[config.mk]
export PLATFORM = sky130hd
export DESIGN_NAME = rr_stream_mux_flat
export DESIGN_NICKNAME = d
export VERILOG_FILES = /design/src/rtl/rr_stream_mux_if.sv /design/src/rtl/rr_stream_mux.sv /design/src/flat_wrapper.sv
export SDC_FILE = /design/constraint.sdc
export NUM_CORES = 1
export LEC_CHECK = 0
export BUFFER_PORTS_ARGS = -buffer_cell sky130_fd_sc_hd__buf_2
export CORE_ASPECT_RATIO = 0.8
export CORE_MARGIN = 1.5
export CORE_UTILIZATION = 46
export DETAILED_ROUTE_END_ITERATION = 6
export PLACE_DENSITY_LB_ADDON = 0.15
export SYNTH_ARGS = -nofsm -noshare
export SYNTH_HDL_FRONTEND = slang
export SYNTH_SLANG_ARGS = --single-unit
export TNS_END_PERCENT = 20
[constraint.sdc]
create_clock -name clk -period 4.4 [get_ports clk]
set_clock_uncertainty 0.15 [all_clocks]
set_input_delay 1.1 -clock clk [delete_from_list [all_inputs] [get_ports clk]]
set_output_delay 1.1 -clock clk [all_outputs]
set_load 0.01 [all_outputs]
[src/rtl/rr_stream_mux_if.sv]
// ============================================================================
// Module   : rr_stream_mux_if
// Brief    : Valid/ready bundle for rr_stream_mux: NUM_IN source channels in,
//            one registered output channel with source index.
// Revision : 1.0
// ============================================================================
`default_nettype none

interface rr_stream_mux_if #(
  parameter int DATA_W = 32,
  parameter int NUM_IN = 4
);
  localparam int SEL_W = (NUM_IN > 1) ? $clog2(NUM_IN) : 1;

  logic [NUM_IN*DATA_W-1:0] in_data;
  logic [NUM_IN-1:0]        in_valid;
  logic [NUM_IN-1:0]        in_ready;
  logic [DATA_W-1:0]        out_data;
  logic                     out_valid;
  logic [SEL_W-1:0]         out_sel;
  logic                     out_ready;

  // Producers and consumer side
  modport master (
    output in_data, in_valid, out_ready,
    input  in_ready, out_data, out_valid, out_sel
  );

  // Multiplexer side
  modport slave (
    input  in_data, in_valid, out_ready,
    output in_ready, out_data, out_valid, out_sel
  );
endinterface

`default_nettype wire

[src/rtl/rr_stream_mux.sv]
// ============================================================================
// Module   : rr_stream_mux
// Brief    : NUM_IN-way round-robin valid/ready multiplexer with a registered
//            output stage. Define RR_STREAM_MUX_FIXED_PRIO_EN for fixed
//            lowest-index-wins priority instead of round-robin.
// Revision : 1.0
// ============================================================================
`default_nettype none

module rr_stream_mux #(
  parameter int DATA_W = 32,
  parameter int NUM_IN = 4
) (
  input  wire               clk,
  input  wire               rst_n,
  rr_stream_mux_if.slave    bus
);

  localparam int SEL_W = (NUM_IN > 1) ? $clog2(NUM_IN) : 1;

  function automatic logic [SEL_W-1:0] f_lowest(input logic [NUM_IN-1:0] v);
    logic [SEL_W-1:0] g;
    g = '0;
    for (int i = NUM_IN - 1; i >= 0; i--) begin
      if (v[i]) g = SEL_W'(i);
    end
    return g;
  endfunction

  logic [DATA_W-1:0] out_data_q,  out_data_d;
  logic [SEL_W-1:0]  out_sel_q,   out_sel_d;
  logic              out_valid_q, out_valid_d;
  logic [SEL_W-1:0]  w_grant;
  logic              w_any;
  logic              w_ld;
  logic              w_xfer;

  assign w_any  = |bus.in_valid;
  assign w_ld   = !out_valid_q || bus.out_ready;
  assign w_xfer = w_ld && w_any;

`ifdef RR_STREAM_MUX_FIXED_PRIO_EN

  assign w_grant = f_lowest(bus.in_valid);

`else

  logic [SEL_W-1:0]  ptr_q, ptr_d;
  logic [NUM_IN-1:0] w_upper;

  // Channels at or above the pointer take precedence; otherwise wrap to the lowest.
  always_comb begin
    w_upper = '0;
    for (int i = 0; i < NUM_IN; i++) begin
      w_upper[i] = bus.in_valid[i] && (SEL_W'(i) >= ptr_q);
    end
  end

  assign w_grant = (|w_upper) ? f_lowest(w_upper) : f_lowest(bus.in_valid);

  always_comb begin
    ptr_d = ptr_q;
    if (w_xfer) begin
      if (w_grant == SEL_W'(NUM_IN - 1)) ptr_d = '0;
      else                               ptr_d = w_grant + SEL_W'(1);
    end
  end

  always_ff @(posedge clk or negedge rst_n) begin
    if (!rst_n) ptr_q <= '0;
    else        ptr_q <= ptr_d;
  end

`endif

  always_comb begin
    out_data_d  = out_data_q;
    out_sel_d   = out_sel_q;
    out_valid_d = out_valid_q;
    if (w_ld) begin
      out_valid_d = w_any;
      if (w_any) begin
        out_data_d = bus.in_data[w_grant*DATA_W +: DATA_W];
        out_sel_d  = w_grant;
      end
    end
  end

  always_ff @(posedge clk or negedge rst_n) begin
    if (!rst_n) begin
      out_data_q  <= '0;
      out_sel_q   <= '0;
      out_valid_q <= 1'b0;
    end else begin
      out_data_q  <= out_data_d;
      out_sel_q   <= out_sel_d;
      out_valid_q <= out_valid_d;
    end
  end

  // Reset gating keeps every ready low while rst_n is held, even though ld=1 then.
  assign bus.in_ready  = (rst_n && w_xfer) ? (NUM_IN'(1) << w_grant) : '0;
  assign bus.out_data  = out_data_q;
  assign bus.out_sel   = out_sel_q;
  assign bus.out_valid = out_valid_q;

endmodule

`default_nettype wire

[src/flat_wrapper.sv]
// flat-port wrapper written by rule: the top's interface ports become plain ports
module rr_stream_mux_flat 
#(
  parameter int DATA_W = 32,
  parameter int NUM_IN = 4
)
  (clk, rst_n, bus_in_data, bus_in_valid, bus_out_ready, bus_in_ready, bus_out_data, bus_out_valid, bus_out_sel);
  rr_stream_mux_if #(.DATA_W(DATA_W), .NUM_IN(NUM_IN)) bus_i ();
  input  wire clk;
  input  wire rst_n;
  input wire logic [$bits(bus_i.in_data)-1:0] bus_in_data;
  input wire logic [$bits(bus_i.in_valid)-1:0] bus_in_valid;
  input wire logic [$bits(bus_i.out_ready)-1:0] bus_out_ready;
  output wire logic [$bits(bus_i.in_ready)-1:0] bus_in_ready;
  output wire logic [$bits(bus_i.out_data)-1:0] bus_out_data;
  output wire logic [$bits(bus_i.out_valid)-1:0] bus_out_valid;
  output wire logic [$bits(bus_i.out_sel)-1:0] bus_out_sel;
  assign bus_i.in_data = bus_in_data;
  assign bus_i.in_valid = bus_in_valid;
  assign bus_i.out_ready = bus_out_ready;
  assign bus_in_ready = bus_i.in_ready;
  assign bus_out_data = bus_i.out_data;
  assign bus_out_valid = bus_i.out_valid;
  assign bus_out_sel = bus_i.out_sel;
  rr_stream_mux #(.DATA_W(DATA_W), .NUM_IN(NUM_IN)) u_core (.clk(clk), .rst_n(rst_n), .bus(bus_i));
endmodule
==> impl_metrics.ini <==
[clock_network]
numCtsBuffers = 5
cts-root-buf = clkbuf_8
ctsHoldBuffers = 0
clock_latency_ns = 0.28
clock_path_buffers = 2
clkTransAtPathRegs_ns = 0.07
cts_tree = yes
ctsResizeCount = 0
cts_setup_buffers = 0
h-tree-depth = 2
cts_sinks = 37

[pwr]
peakVddDrop_mv = 0.223
power.density_mw_per_mm2 = 462
cellLeakagePower_nw = 1.83

[global_route]
grt_max_degree = 33
grt.overflow.total = 0
grt_usage_pct = 26.8
grt_pass1_wl_um = 13000
grt_pass1_vias = 2785
grt_antenna_before_repair = 0

[timing]
rsz0062_at_grt = false
relSlewSlack_pct = 27.9
fmaxAchievable_mhz = 268
worst-slew-pin-transition_ns = 1.08
maxSlewViolCount = 0
fin_crit_ns = 3.74
finalSetupViolCount = 0
final.setup.tns_ns = 0
finalCritPeriodShare_pct = 84.9
hold_viol = 0

[logic_synthesis]
ys_warn_count = 0
synth_edf_count = 0
synth_seq_area_share_pct = 35.7
async_flop_share_pct = 100
postSynthAreaPerCell_um2 = 9.36
synthCells = 277
synth_ff_type = dfrtp_1
synth.distinct_cells = 32
syn_nets = 416
synth_seq_cells = 37
netlist_area_mm2 = 0.00259

[setup_path]
cp-endpoint = bus_in_ready[0]
crit_start = bus_in_valid[3]
worstPathMaxFanout = 21
arrival_ns = 2.49
reg2reg_slack_ns = 1.78
r2r.worst_path.cells = 5
crit_required_ns = 3.15
r2r-end = u_core.bus.out_data[18]
cp-end-kind = output port
start_kind = input pin
r2r-start = u_core.bus.out_valid
worstSetupPathType = input pin to output port

[floorplan]
start_util_pct = 47.7
die-area_mm2 = 0.00610
die_x_um = 87.0
core_mm2 = 0.00544
die_y_um = 70.2
row_count = 24
ios = 174

[placed_design]
port_buffers = 173
gp_congestion = 0.814
place_hpwl_um = 6070
placed_cell_area_mm2 = 0.00353

[run_status]
status = completed

[detailed_routing]
dr.pass1.iters = 4
vias = 2935
first_iter_violations = 146
wirelength_um = 8190
drtAntennaViolNets = 0
drc = 0
vias_per_cell = 5.66
wl_per_cell_um = 15.8

[finish]
mostFrequentLayoutCell = buf_2
area_growth_pct = 39.1
final_cell_mix = buf_2 (173), dfrtp_1 (37), a211oi_1 (24)
antenna_cells = 0
nNetsFinal = 579
stdcell_area_mm2 = 0.00361
drive_gt1_share_pct = 46.3

[min_path]
hold_class = flop to flop

[run]
maxCapViolCount = 0
## power breakdown
group / switching (mW) / internal, mW
registers: 0.0801 / 0.478
logic: 0.487 / 0.394
clock network: 0.114 / 0.113
total: 0.681 / 0.984
## cells by family (layout without fill, tap and decap cells)
logic type                 Yosys count  after routing  share of synthesized area (%)
AOI/OAI and AO/OA                   95             95                           27.4
adders and majority gates            4              4                           1.93
buffers and inverters               31            195                           5.26
DFF                                 37             37                           35.7
muxes                               32             32                           12.8
and+or+nand+nor                     78             78                           16.9
## per-stage QoR
stage / cells / setup WS [ns] / hold slack [ns] / util (%) / total power, mW
final: 519 / 0.664 / 0.326 / 66.4 / 1.67
after global placement: 511 / 0.680 / 0.307 / 64.9 / 1.43
after floorplan: 277 / 0.671 / 0.365 / - / 1.12
after detailed placement: 511 / 0.685 / 0.319 / 64.9 / 1.44
after global routing: 519 / 0.493 / 0.361 / 66.4 / 1.79
after CTS: 519 / 0.656 / 0.335 / 66.4 / 1.67
## Yosys cell counts (3+ instances only)
cell type   n  area [µm²]
mux2_2      9         101
a221o_1    10         100
nand2_1    21        78.8
and4_1     12         105
a21o_1     12        90.1
o31ai_1    20         150
ha_1        4        50.1
nor2b_1     3        18.8
o211ai_1   11        82.6
clkbuf_1   23        86.3
a21oi_1    12        60.1
nor2_1     15        56.3
nand4_1    20         125
a211oi_1   24         180
mux2i_1    22         220
dfrtp_1    37         926
and3_1      4        25.0
## worst max-delay path: stages
cell and delay (ns):
buf_2 0.12, nor4_1 0.55, a21oi_2 0.30, and3_1 0.28, buf_2 0.13
## how the worst min path moves through the flow
stage | startpoint | cells past startpoint | slack (ns) | endpoint
2_1_floorplan | u_core.bus.out_sel[1] | 2 | 0.37 | u_core.bus.out_sel[1]
3_3_place_gp | u_core.bus.out_sel[0] | 2 | 0.31 | u_core.bus.out_sel[0]
3_5_place_dp | u_core.bus.out_sel[0] | 2 | 0.32 | u_core.bus.out_sel[0]
4_1_cts | u_core.bus.out_sel[0] | 2 | 0.33 | u_core.bus.out_sel[0]
5_1_grt | u_core.bus.out_sel[0] | 2 | 0.36 | u_core.bus.out_sel[0]
6_report | u_core.bus.out_sel[0] | 2 | 0.33 | u_core.bus.out_sel[0]
## area by class of cell
type	count	area [µm²]
Sequential cell	37	926
Multi-Input combinational cell	209	1540
Timing Repair Buffer	184	948
Clock buffer	8	80.1
Fill cell	475	1830
Tap cell	78	97.6
Inverter	3	13.8
## flip-flops by register name, indices dropped and copies added, names as in the netlist
| register | flops |
|---|---|
| u_core.ptr_q | 2 |
| u_core.bus.out_valid | 1 |
| u_core.bus.out_sel | 2 |
| u_core.bus.out_data | 32 |
## per-layer routing
layer	up-vias	GRT usage (%)	share of wire [%]
met5	-	0	0
met4	0	6.81	0.51
met3	4	4.73	8.0
met2	153	44.2	47
met1	1369	36.4	45
li1	1409	-	-
No activity file was read; power rests on OpenSTA's default activity.
